$ cat src/rtl/pads_out_seq.sv
// Output-pad front end: registers each core output once before the pad,
// brings channels up in staggered groups after reset to limit simultaneous
// switching, and offers hold / walking-one / force modes for bring-up.
//
// Ports:
//   clk        system clock
//   rst        asynchronous active-high reset
//   core_out   functional values from the core
//   mode       0=functional, 1=hold, 2=walk test, 3=force
//   force_val  values driven in force mode
//   pad_i      registered values to the pad cell I pins
//   en_mask    per-channel enable status (1 = channel live)
//   seq_done   all channels enabled
//   test_pos   current walking-one channel index
module pads_out_seq #(
    parameter int unsigned     NCH         = 9,
    parameter int unsigned     GROUP       = 2,
    parameter int unsigned     STAGGER_CYC = 4,
    parameter int unsigned     TEST_DIV    = 8,
    parameter logic [NCH-1:0]  RESET_VAL   = '0
) (
    input  logic                                   clk,
    input  logic                                   rst,
    input  logic [NCH-1:0]                         core_out,
    input  logic [1:0]                             mode,
    input  logic [NCH-1:0]                         force_val,
    output logic [NCH-1:0]                         pad_i,
    output logic [NCH-1:0]                         en_mask,
    output logic                                   seq_done,
    output logic [((NCH > 1) ? $clog2(NCH) : 1)-1:0] test_pos
);

    localparam int unsigned TPW    = (NCH > 1) ? $clog2(NCH) : 1;
    localparam int unsigned SCW    = (STAGGER_CYC > 1) ? $clog2(STAGGER_CYC) : 1;
    localparam int unsigned DVW    = (TEST_DIV > 1) ? $clog2(TEST_DIV) : 1;
    localparam int unsigned NSTEPS = (NCH + GROUP - 1) / GROUP;
    localparam int unsigned STW    = $clog2(NSTEPS + 1);

    localparam logic [1:0] MODE_FUNC  = 2'd0;
    localparam logic [1:0] MODE_HOLD  = 2'd1;
    localparam logic [1:0] MODE_WALK  = 2'd2;
    localparam logic [1:0] MODE_FORCE = 2'd3;

    typedef enum logic {
        ST_SEQ = 1'b0,
        ST_RUN = 1'b1
    } state_e;

    state_e           state_q, state_d;
    logic [SCW-1:0]   scnt_q,  scnt_d;
    logic [STW-1:0]   step_q,  step_d;
    logic [NCH-1:0]   en_q,    en_d;
    logic             done_q,  done_d;
    logic [DVW-1:0]   div_q,   div_d;
    logic [TPW-1:0]   tp_q,    tp_d;
    logic [NCH-1:0]   pad_q,   pad_d;
    int unsigned      lim;

    // State and output registers
    always_ff @(posedge clk or posedge rst) begin
        if (rst) begin
            state_q <= ST_SEQ;
            scnt_q  <= '0;
            step_q  <= '0;
            en_q    <= '0;
            done_q  <= 1'b0;
            div_q   <= '0;
            tp_q    <= '0;
            pad_q   <= RESET_VAL;
        end else begin
            state_q <= state_d;
            scnt_q  <= scnt_d;
            step_q  <= step_d;
            en_q    <= en_d;
            done_q  <= done_d;
            div_q   <= div_d;
            tp_q    <= tp_d;
            pad_q   <= pad_d;
        end
    end

    // Stagger sequencer: one group of channels per STAGGER_CYC wrap, LSB first
    always_comb begin
        state_d = state_q;
        scnt_d  = scnt_q;
        step_d  = step_q;
        en_d    = en_q;
        done_d  = done_q;
        lim     = (32'(step_q) + 32'd1) * GROUP;
        if (lim > NCH) begin
            lim = NCH;
        end

        if (state_q == ST_SEQ) begin
            if (scnt_q == SCW'(STAGGER_CYC - 1)) begin
                scnt_d = '0;
                step_d = step_q + STW'(1);
                for (int unsigned c = 0; c < NCH; c++) begin
                    if (c < lim) begin
                        en_d[c] = 1'b1;
                    end
                end
                if (lim == NCH) begin
                    state_d = ST_RUN;
                    done_d  = 1'b1;
                end
            end else begin
                scnt_d = scnt_q + SCW'(1);
            end
        end else begin
            en_d   = '1;
            done_d = 1'b1;
        end
    end

    // Walk divider and position; anything other than walk mode parks at channel 0
    always_comb begin
        div_d = '0;
        tp_d  = '0;
        if (mode == MODE_WALK) begin
            if (div_q == DVW'(TEST_DIV - 1)) begin
                div_d = '0;
                tp_d  = (tp_q == TPW'(NCH - 1)) ? '0 : tp_q + TPW'(1);
            end else begin
                div_d = div_q + DVW'(1);
                tp_d  = tp_q;
            end
        end
    end

    // Pad register source; gated by the enable mask being written this edge
    always_comb begin
        pad_d = pad_q;
        for (int unsigned c = 0; c < NCH; c++) begin
            if (!en_d[c]) begin
                pad_d[c] = RESET_VAL[c];
            end else begin
                case (mode)
                    MODE_FUNC:  pad_d[c] = core_out[c];
                    MODE_HOLD:  pad_d[c] = pad_q[c];
                    MODE_WALK:  pad_d[c] = (tp_q == TPW'(c));
                    MODE_FORCE: pad_d[c] = force_val[c];
                    default:    pad_d[c] = pad_q[c];
                endcase
            end
        end
    end

    assign pad_i    = pad_q;
    assign en_mask  = en_q;
    assign seq_done = done_q;
    assign test_pos = tp_q;

endmodule

$ cat config.mk
export PLATFORM = sky130hd
export DESIGN_NAME = pads_out_seq
export DESIGN_NICKNAME = d
export VERILOG_FILES = /design/src/rtl/pads_out_seq.sv
export SDC_FILE = /design/constraint.sdc
export NUM_CORES = 1
export LEC_CHECK = 0
export BUFFER_PORTS_ARGS = -buffer_cell sky130_fd_sc_hd__buf_2
export CORE_AREA = 3 3 81 68
export DETAILED_ROUTE_END_ITERATION = 8
export DIE_AREA = 0 0 84 71
export SLEW_MARGIN = 0
export SYNTH_ARGS = -nofsm -noshare
export SYNTH_HDL_FRONTEND = slang
export SYNTH_SLANG_ARGS = --single-unit
$ cat constraint.sdc
create_clock -name clk -period 3.78 [get_ports clk]
set_input_delay 0 -clock clk [delete_from_list [all_inputs] [get_ports clk]]
set_output_delay 0 -clock clk [all_outputs]
set_load 0.05 [all_outputs]
==> reports/results.tsv <==
stage	metric	value	unit
route	drt_pre_antenna_iters	4	
setup_path	worst-path-max-fanout	8	
clocking	clock_tree_from_tritoncts	yes	
route	finalWirelength	3.62	mm
setup_path	endpoint_kind	register	
yosys	synth_edf_count	0	
yosys	synthDistinctLibCells	45	
power_and_ir_drop	ir_worst_vdd	224	uV
global_routing	grt.overflow.total	0	
run_status	outcome	complete, no violations	
sta	slew_headroom	65.6	%
yosys	mean_instance_size_in_the_synthesized_netlist	10.4	sq um
yosys	synth_nets	188	
route	detailroute.via_count	1276	
clocking	cts_repair_resize_count	0	
global_routing	number_of_global_route_vias_before_repair	1237	
placement	placed_cell_area	1900	sq um
clocking	ctsHoldBuffers	1	
sta	final_number_of_max_transition_violations	0	
setup_path	cp_cell_sequence	inv_1, ha_1, or3b_1, o221a_2, a211oi_1	
worst_hold_path	min-delay-path-class	in2reg	
yosys	netlist_instances	158	
placement	routability_congestion_estimate	0.783	
yosys	synth_seq_area_share	48.9	%
sta	fin_tns_setup	0	ps
clocking	clock-root-buffer	sky130_fd_sc_hd__clkbuf_8	
final_layout	layout_common_cells	sky130_fd_sc_hd__buf_2 (44), sky130_fd_sc_hd__dfrtp_1 (32), sky130_fd_sc_hd__nand2_1 (19)	
final_layout	area_delta_synth_final	23.2	%
global_routing	antenna_found_initial	0	
clocking	max-clock-path-buffers	2	
sta	timing.final.ws_setup	2010	ps
route	post_drt_wl_per_cell	13.6	microns
sta	final.min_clock_period	1770	ps
setup_path	worst_path_largest_cell_delay	450	ps
route	vias_per_cell	4.80	
floorplanning	design.die.area	5960	sq um
clocking	path_clk_slew	70	ps
setup_path	cpMaxStageDelayCell	sky130_fd_sc_hd__dfrtp_1	
floorplanning	coreArea	4860	sq um
final_layout	finalNetCount	233	
final_layout	layout_commonest_cell	sky130_fd_sc_hd__buf_2	
power_and_ir_drop	power_per_cell_area	387	nW/um^2
clocking	numClockSinks	32	
sta	finalClockSkew	6.66	ps
final_layout	num-fill-cells	495	
floorplanning	floorplan.io_pins	45	
final_layout	finalInstanceArea	2020	sq um
global_routing	pin_count_of_the_biggest_net_entering_global_routing	33	
final_layout	area.sequential	801	sq um
sta	setup_violations_final	0	
floorplanning	die_width	84	microns
yosys	postSynthRegisterBits	32	
power_and_ir_drop	cellLeakagePower	0.921	nW
floorplanning	fp.dieH	71	microns
global_routing	grt.total_usage	13.4	%
clocking	cts_setup_buffers	0	
setup_path	critPathArrivalTime	1960	ps
route	drt_iter0_drc	96	
placement	dpl_hpwl	2.74	mm
placement	portBuffers	44	
job	max_cap_violations	0	
clocking	inserted_clock_buffers	5	
sta	period_share	46.9	%
global_routing	global_route_wire_length_before_repair	6.29	mm
yosys	postSynth.asyncResetShare	100	%
setup_path	cp.required	3970	ps
final_layout	multi_input_combinational_cell_area	753	sq um
route	postRouteAntennaNets	0	
yosys	yosysWarnings	0	
sta	final-hold-violation-count	0	
setup_path	setup.worst_path.class	reg2reg	
floorplanning	floorplan.initialDensity	33.7	%
sta	worst_pin_slew	509	ps
route	detail_route.drc_violations	0	
final_layout	drive_gt1_share	29.9	%
clocking	cts.htree.levels	2	
placement	preCtsSetupSlack	2040	ps
clocking	worst_skew_pair.late_latency	280	ps
yosys	netlist_area	1640	sq um
sta	max_clock_freq	0.564	GHz
setup_path	worst_path_buffer_plus_inverter_count	1	
floorplanning	std_cell_rows	23	
sta	rsz0062_at_grt	no	
setup_path	crit_path_start_kind	register	
setup_path	crit_family	compound AO/OA/AOI/OAI gates	
yosys	synth_flop_cell	sky130_fd_sc_hd__dfrtp_1	
final_layout	diodes	0	
## worst min-delay path: stages
cell and delay [ps]:
sky130_fd_sc_hd__buf_2 90, sky130_fd_sc_hd__a2bb2oi_1 150, sky130_fd_sc_hd__a221oi_1 80
## worst paths after layout
path | from | end | slack, ps | depth (start not counted)
worst min-delay path | force_val[6] | pad_i[6]$_DFFE_PP0P_ | 90 | 3
worst max register to register | test_pos[0]$_DFFE_PP0P_ | pad_i[0]$_DFFE_PP0P_ | 2010 | 5
worst min register to register | div_q[0]$_DFF_PP0_ | div_q[0]$_DFF_PP0_ | 430 | 1
worst max-delay path | test_pos[0]$_DFFE_PP0P_ | pad_i[0]$_DFFE_PP0P_ | 2010 | 5
min in group asynchronous | rst | test_pos[0]$_DFFE_PP0P_ | 330 | 4
max in group asynchronous | rst | en_mask[1]$_DFF_PP0_ | 3150 | 4
## metal layers
layer	wire length [microns]	up-vias	global-route usage (%)
met2	1600	30	18.6
li1	-	646	-
met5	0	-	0
met3	175	4	3.84
met1	1830	596	20.3
met4	16	0	3.21
## power breakdown
group / internal, W / switching [W]
combinational: 0.0000325 / 0.0000662
clock: 0.000195 / 0.000130
sequential: 0.000353 / 0.00000532
## layout make-up
class | instances | area share (%)
Clock buffer | 5 | 3.41
Clock inverter | 3 | 2.11
Inverter | 10 | 1.86
Multi-Input combinational cell | 108 | 37.3
Sequential cell | 32 | 39.7
Tap cell | 62 | 3.84
Timing Repair Buffer | 46 | 11.8
## registers in the layout (all words and copies together) (netlist names)
| name | flops |
|---|---|
| state_q | 1 |
| test_pos | 4 |
| seq_done | 1 |
| step_q | 3 |
| div_q | 3 |
| pad_i | 9 |
| en_mask | 9 |
| scnt_q | 2 |
## kinds of logic after synthesis
group,Yosys count,synth area share [%]
simple gates,61,18.9
mux,4,3.36
buf+inv,18,5.12
flops,32,48.9
fa+ha+maj,8,6.11
xor+xnor,2,1.07
compound gates,33,16.6
## cell usage after synthesis (3+ instances only)
cell type	count	area [sq um]
sky130_fd_sc_hd__a21oi_1	5	25.0
sky130_fd_sc_hd__buf_2	4	20.0
sky130_fd_sc_hd__dfrtp_1	32	801
sky130_fd_sc_hd__ha_1	8	100
sky130_fd_sc_hd__inv_1	10	37.5
sky130_fd_sc_hd__nand2_1	19	71.3
sky130_fd_sc_hd__nand2b_1	5	31.3
sky130_fd_sc_hd__nor2_1	17	63.8
sky130_fd_sc_hd__nor3_1	3	15.0
sky130_fd_sc_hd__o211a_1	3	30.0
sky130_fd_sc_hd__o21ai_0	4	20.0
sky130_fd_sc_hd__o221a_2	3	33.8
sky130_fd_sc_hd__or3_1	3	18.8
sky130_fd_sc_hd__or3b_1	3	26.3
## through the flow
stage	util [%]	total power, W	hold WS, ps	instances
after floorplan	-	0.000434	116	158
after global placement	39.0	0.000464	103	257
after detailed placement	39.0	0.000464	108	257
after CTS	41.5	0.000792	84.3	266
after global routing	41.5	0.000821	116	266
final	41.5	0.000782	85.4	266
(Power assumes the default switching activity.)
